==> src/rtl/countdown_timer.sv <==
// Loadable down-counter with start/expire handshake; next count comes from a borrow-ripple decrementor.
// Optional feature: define COUNTDOWN_AUTO_RELOAD_EN for periodic reload at expiry instead of one-shot.
module countdown_timer #(
  parameter int WIDTH = 4
) (
  input  logic             clk,
  input  logic             rst,
  input  logic             load,
  input  logic [WIDTH-1:0] load_val,
  input  logic             en,
  output logic [WIDTH-1:0] count,
  output logic             busy,
  output logic             done
);

  typedef enum logic {
    IDLE,
    RUN
  } state_t;

  state_t           state;
  state_t           state_next;
  logic [WIDTH-1:0] count_next;
  logic [WIDTH-1:0] count_dec;
  logic [WIDTH-1:0] all_zero;
  logic             busy_next;
  logic             done_next;
  logic             expire;

`ifdef COUNTDOWN_AUTO_RELOAD_EN
  logic [WIDTH-1:0] reload;
  logic [WIDTH-1:0] reload_next;
`endif

  // Borrow ripple: bit i toggles when every lower bit is zero, so bit 0 always toggles.
  always_comb begin
    all_zero    = '0;
    all_zero[0] = 1'b1;
    for (int i = 1; i < WIDTH; i++) begin
      all_zero[i] = all_zero[i-1] & ~count[i-1];
    end
    count_dec = count ^ all_zero;
  end

  assign expire = (state == RUN) && en && (count == WIDTH'(1));

  always_ff @(posedge clk) begin
    if (rst) begin
      state <= IDLE;
      count <= '0;
      busy  <= 1'b0;
      done  <= 1'b0;
`ifdef COUNTDOWN_AUTO_RELOAD_EN
      reload <= '0;
`endif
    end else begin
      state <= state_next;
      count <= count_next;
      busy  <= busy_next;
      done  <= done_next;
`ifdef COUNTDOWN_AUTO_RELOAD_EN
      reload <= reload_next;
`endif
    end
  end

  always_comb begin
    state_next = state;
    count_next = count;
`ifdef COUNTDOWN_AUTO_RELOAD_EN
    reload_next = reload;
`endif
    if (load) begin
      count_next = load_val;
`ifdef COUNTDOWN_AUTO_RELOAD_EN
      reload_next = load_val;
`endif
      state_next = (load_val != '0) ? RUN : IDLE;
    end else if ((state == RUN) && en) begin
      if (expire) begin
`ifdef COUNTDOWN_AUTO_RELOAD_EN
        // A load always precedes RUN, so reload is never zero here.
        count_next = reload;
        state_next = RUN;
`else
        count_next = count_dec;
        state_next = IDLE;
`endif
      end else begin
        count_next = count_dec;
      end
    end
  end

  // A load of zero expires immediately; a load otherwise cancels any pending expiry.
  always_comb begin
    busy_next = (state_next == RUN);
    done_next = load ? (load_val == '0) : expire;
  end

endmodule
==> config.mk <==
export PLATFORM = sky130hd
export DESIGN_NAME = countdown_timer
export DESIGN_NICKNAME = d
export VERILOG_FILES = /design/src/rtl/countdown_timer.sv
export SDC_FILE = /design/constraint.sdc
export NUM_CORES = 1
export LEC_CHECK = 0
export ABC_AREA = 1
export CAP_MARGIN = 40
export CORE_AREA = 8 8 45 47
export CTS_CLUSTER_DIAMETER = 150
export CTS_CLUSTER_SIZE = 24
export DETAILED_ROUTE_END_ITERATION = 16
export DIE_AREA = 0 0 53 55
export PLACE_DENSITY_LB_ADDON = 0.05
export RECOVER_POWER = 50
export SLEW_MARGIN = 10
export SYNTH_ARGS = -nofsm -noshare
export SYNTH_HDL_FRONTEND = slang
export SYNTH_SLANG_ARGS = --single-unit
==> constraint.sdc <==
create_clock -name clk -period 1.1 [get_ports clk]
set_input_delay 0.11 -clock clk [delete_from_list [all_inputs] [get_ports clk]]
set_output_delay 0.11 -clock clk [all_outputs]
set_load 0.05 [all_outputs]
==> flow_summary.toml, run 1 <==
[timing]
fmax_mhz = 900
finalHoldViolations = 0
setup_viol = 1
finalMaxSlewViolations = 0
worst_pin_slew_ns = 0.281
finClkSkew_ns = 0.0137
relSlewSlack_pct = 81.4
finalCritPeriodShare_pct = 101
worst_slack_ns = -0.0106
rsz0062_at_grt = "yes"
min_period_ns = 1.11

[grt]
grt_pass1_vias = 390
antenna_found_initial = 0
grt_pass1_wl_um = 1520
grt.overflow.total = 0
grt_max_degree = 9
grt_util_all_layers_pct = 7.05

[clocking]
clock_path_buffers = 2
cts-root-buf = "clkbuf_4"
hold_buffers = 0
cts_tree = "built"
cts_max_level = 1
path_clk_slew_ns = 0.06
cts.sinks = 6
cts_buffers = 3
post_cts_buffers = 0
clk_latency_ns = 0.25

[layout]
fillCellCount = 137
area_growth_pct = 96.2
fin_nets = 84
final_cell_mix = "nand2_1, nor2_1, clkdlybuf4s50_1"
n_antenna_cell = 0
design_area_um2 = 646
ff_latch_area_um2 = 129
multi_input_area_um2 = 234
drive_above_1_share_pct = 44.4
layout_commonest_cell = "nand2_1"

[outcome]
status = "complete, but fails checks"
violations = "setup timing"

[pwr]
p_leak_nw = 0.275
ir_drop_mv = 0.700
p_per_area_mw_per_mm2 = 1150

[run]
cap_violations = 0

[synthesis]
yosys.area.top_type_share_pct = 36.5
ys_ff_latch = 6
yosysTopAreaCell = "dfxtp_1"
yosysWarningCount = 0
synth_nets = 60
ys_top_cells_by_area = "dfxtp_1, nand2_1, ha_1"
synth_cell_type_count = 12
ys_seq_area_share_pct = 36.5
syn_inst = 49
netlist_area_um2 = 329
syn_avg_cell_area_um2 = 6.72

[detailed_routing]
viasPerCell = 4.48
highest_layer = "met4"
wl_met1_um = 429
routed-wl-met2_um = 371
wl_met3_um = 62
drt-pass1-iter-count = 2
vias = 394
wl_per_cell_um = 10.0
ant_nets = 0
drtIter0Drc = 6
totalWireLength_um = 883
drc = 0

[hold_path]
holdCritPathClass = "input pin to register"

[place]
dp_hpwl_um = 766
pre_cts_ws_ns = -0.0883
globalplace.congestion = 0.748
place_area_um2 = 622
portBuffers = 13

[critical_path]
arrival_ns = 1.29
required_ns = 1.28
cp-start-kind = "register"
worstPathMaxFanout = 2
cp-end-kind = "register"
path_class = "register to register"

[floorplan]
num_io_pins = 14
coreArea_mm2 = 0.00138
fp.dieH_um = 55
dieArea_mm2 = 0.00292
start_util_pct = 23.8
die_w_um = 53
rows = 14
cells in the mapped netlist:
library cell / count
dfxtp_1: 6
inv_2: 1
o21ai_1: 2
inv_1: 6
a21boi_0: 1
o21ai_0: 1
nand2_1: 12
nor2_1: 7
nand2_2: 1
ha_1: 3
a21oi_1: 6
nand3_1: 3
critical path, stage by stage (launching register included):
cell     delay, ns
dfxtp_4       0.35
inv_4         0.04
ha_4          0.15
ha_4          0.21
o21ai_2       0.10
o21ai_1       0.07
a21oi_1       0.12
layer usage:
metal  vias up  GRT usage [%]
met5         -              0
met4         0           3.88
met3         4           2.94
met2        13           10.2
met1       171           8.65
li1        206              -
sequential cells by signal (all words and copies together) (netlist names):
signal and flops:
count 4, done 1, state 1
cell families (layout without fill, tap and decap cells):
group,after synthesis,in the layout,synth area share [%]
and+or+nand+nor,23,23,28.1
adders and majority gates,3,3,11.4
DFF,6,6,36.5
buffers and inverters,7,30,7.98
AOI/OAI and AO/OA,10,10,16.0
power breakdown:
part	switching [W]	internal, W	total [W]
clock network	0.0000867	0.000138	0.000224
registers	0.0000136	0.000233	0.000247
logic	0.000137	0.000131	0.000268
per-stage QoR:
stage / setup TNS [ns] / instances / util (%) / power, W / hold slack [ns]
2_1_floorplan: -0.103 / 49 / - / 0.000377 / 0.169
3_3_place_gp: -0.293 / 84 / 44.9 / 0.000521 / 0.518
3_5_place_dp: -0.335 / 84 / 44.9 / 0.000521 / 0.515
4_1_cts: -0.0188 / 88 / 47.4 / 0.000754 / 0.487
5_1_grt: -0.101 / 88 / 46.7 / 0.000798 / 0.505
6_report: -0.0106 / 88 / 46.7 / 0.000740 / 0.494
final timing paths:
path / start / to / slack [ns] / cells after the start
setup reg to reg: count[1] / count[2] / -0.01 / 6
setup / recovery: count[1] / count[2] / -0.01 / 6
hold / removal: rst / count[2] / 0.49 / 2
hold reg to reg: state / state / 0.56 / 2
cell type report:
class / count / area share [%]
flip-flops and latches: 6 / 20.0
inverters: 7 / 4.84
well taps: 16 / 3.10
multi-input cells: 36 / 36.2
repair buffers: 19 / 31.8
clock buffers: 4 / 4.07
what timing repair did:
action,4_1_cts,5_1_grt
setup endpoints to repair,2,3
pin swaps,2,4
gates resized for setup,2,7
endpoints found under the hold margin,0,0
Power figures use the tool's default switching activity.
==> run 2: changes to the inputs <==
Settings changed: CTS_CLUSTER_SIZE 24 to not set, TNS_END_PERCENT set to 1.
==> flow_summary.toml, run 2 (synthesis gave the netlist of run 1 again) <==
[hold_path]
hold_start = "rst"
holdCritPathClass = "input pin to register"

[timing]
min_period_ns = 1.11
finalMaxSlewViolations = 0
rsz0062_at_grt = "yes"
worst_slack_ns = -0.00526
holdWs_ns = 0.492
finalHoldViolations = 0
relSlewSlack_pct = 81.2
setup_viol = 1
finClkSkew_ns = 0.0122
worst_pin_slew_ns = 0.284
finalCritPeriodShare_pct = 100
fmax_mhz = 905

[grt]
grt_pass1_wl_um = 1560
grt_util_all_layers_pct = 7.33
grt.overflow.total = 0
antenna_found_initial = 0
grt_pass1_vias = 404
grt_max_degree = 9

[floorplan]
start_util_pct = 23.8
die_w_um = 53
dieArea_mm2 = 0.00292
num_io_pins = 14
rows = 14
coreArea_mm2 = 0.00138
fp.dieH_um = 55

[layout]
final_cell_mix = "nand2_1, nor2_1, clkdlybuf4s50_1"
layout_commonest_cell = "nand2_1"
n_antenna_cell = 0
largest_register_ffs = 4
drive_above_1_share_pct = 34.2
fin_nets = 85
design_area_um2 = 614
largest_registers = "count: 4 flops, done: 1 flops, state: 1 flops"
area_growth_pct = 86.7
top_register = "count"
final_util_pct = 44.4

[critical_path]
cpLargestDelayFamily = "adder cells"
required_ns = 1.28
crit_buf_inv = 1
startpoint = "count[0]"
arrival_ns = 1.28
worstPathMaxFanout = 2
max_stage_delay_ns = 0.35
cp-end-kind = "register"
critical_path.cell_chain = "inv_4, ha_4, ha_4, o21ai_2, o21ai_1, a21oi_1"
critical-path-slowest-cell = "dfxtp_4"
r2r-start = "count[0]"
timing.critical_path.mode_cell = "ha_4"
path_class = "register to register"
cp-start-kind = "register"

[place]
place_area_um2 = 628
pre_cts_ws_ns = -0.104
globalplace.congestion = 0.725
dp_hpwl_um = 780
portBuffers = 13

[clocking]
post_cts_buffers = 0
cts-root-buf = "clkbuf_4"
path_clk_slew_ns = 0.05
cts_tree = "built"
cts.sinks = 6
clk_latency_ns = 0.25
cts_max_level = 1
cts_buffers = 3
clock_path_buffers = 2

[detailed_routing]
totalWireLength_um = 871
wl_per_cell_um = 9.79
drt-pass1-iter-count = 4
vias = 371
viasPerCell = 4.17
drtIter0Drc = 3
drc = 0
ant_nets = 0

[pwr]
p_per_area_mw_per_mm2 = 1170
total_power_w = 0.000716
ir_drop_mv = 0.429
p_leak_nw = 0.274

[outcome]
violations = "setup timing"
status = "complete, but fails checks"

[run]
cap_violations = 0
run 2: final timing paths:
kind | end | slack [ns] | cells after the start
setup / recovery | count[2] | -0.005 | 6
hold / removal | count[2] | 0.49 | 2
setup reg to reg | count[2] | -0.005 | 6
hold reg to reg | count[3] | 0.58 | 4
run 2: power by group:
part	internal [W]	switching (W)	total (W)
sequential	0.000233	0.0000109	0.000244
combinational	0.000119	0.000131	0.000250
clock	0.000138	0.0000848	0.000222
run 2: layout make-up:
class,count,area [µm²]
Tap cell,16,20.0
Fill cell,157,769
Timing Repair Buffer,20,196
Clock buffer,4,26.3
Sequential cell,6,129
Inverter,7,31.3
Multi-Input combinational cell,36,211
run 2: per-layer routing:
metal,up-vias,global-route usage (%),wire [µm]
li1,208,-,-
met1,152,8.69,439
met2,11,10.4,368
met3,0,3.21,62
met4,0,5.17,0
met5,-,0,0
run 2: worst reg2reg max path, cell delays in order (launching register included):
cell	delay (ns)
dfxtp_4	0.35
inv_4	0.04
ha_4	0.15
ha_4	0.21
o21ai_2	0.10
o21ai_1	0.07
a21oi_1	0.12
run 2: repair_timing:
action                                  CTS  global route
pin swaps                                 1             0
hold buffers                              0             0
endpoints found under the setup margin    1             2
resized for setup                         1             1
run 2: stage by stage:
step,cells,setup TNS [ns]
6_report,89,-0.00526
3_5_place_dp,85,-0.382
4_1_cts,89,-0.00560
2_1_floorplan,49,-0.268
5_1_grt,89,-0.0876
3_3_place_gp,85,-0.317
==> run 3: changes to the inputs <==
Settings changed: ABC_CLOCK_PERIOD_IN_PS set to 1100, CAP_MARGIN 40 to not set.
==> results of run 3 <==
Final layout, timing and power as in run 2 (identical DEF).
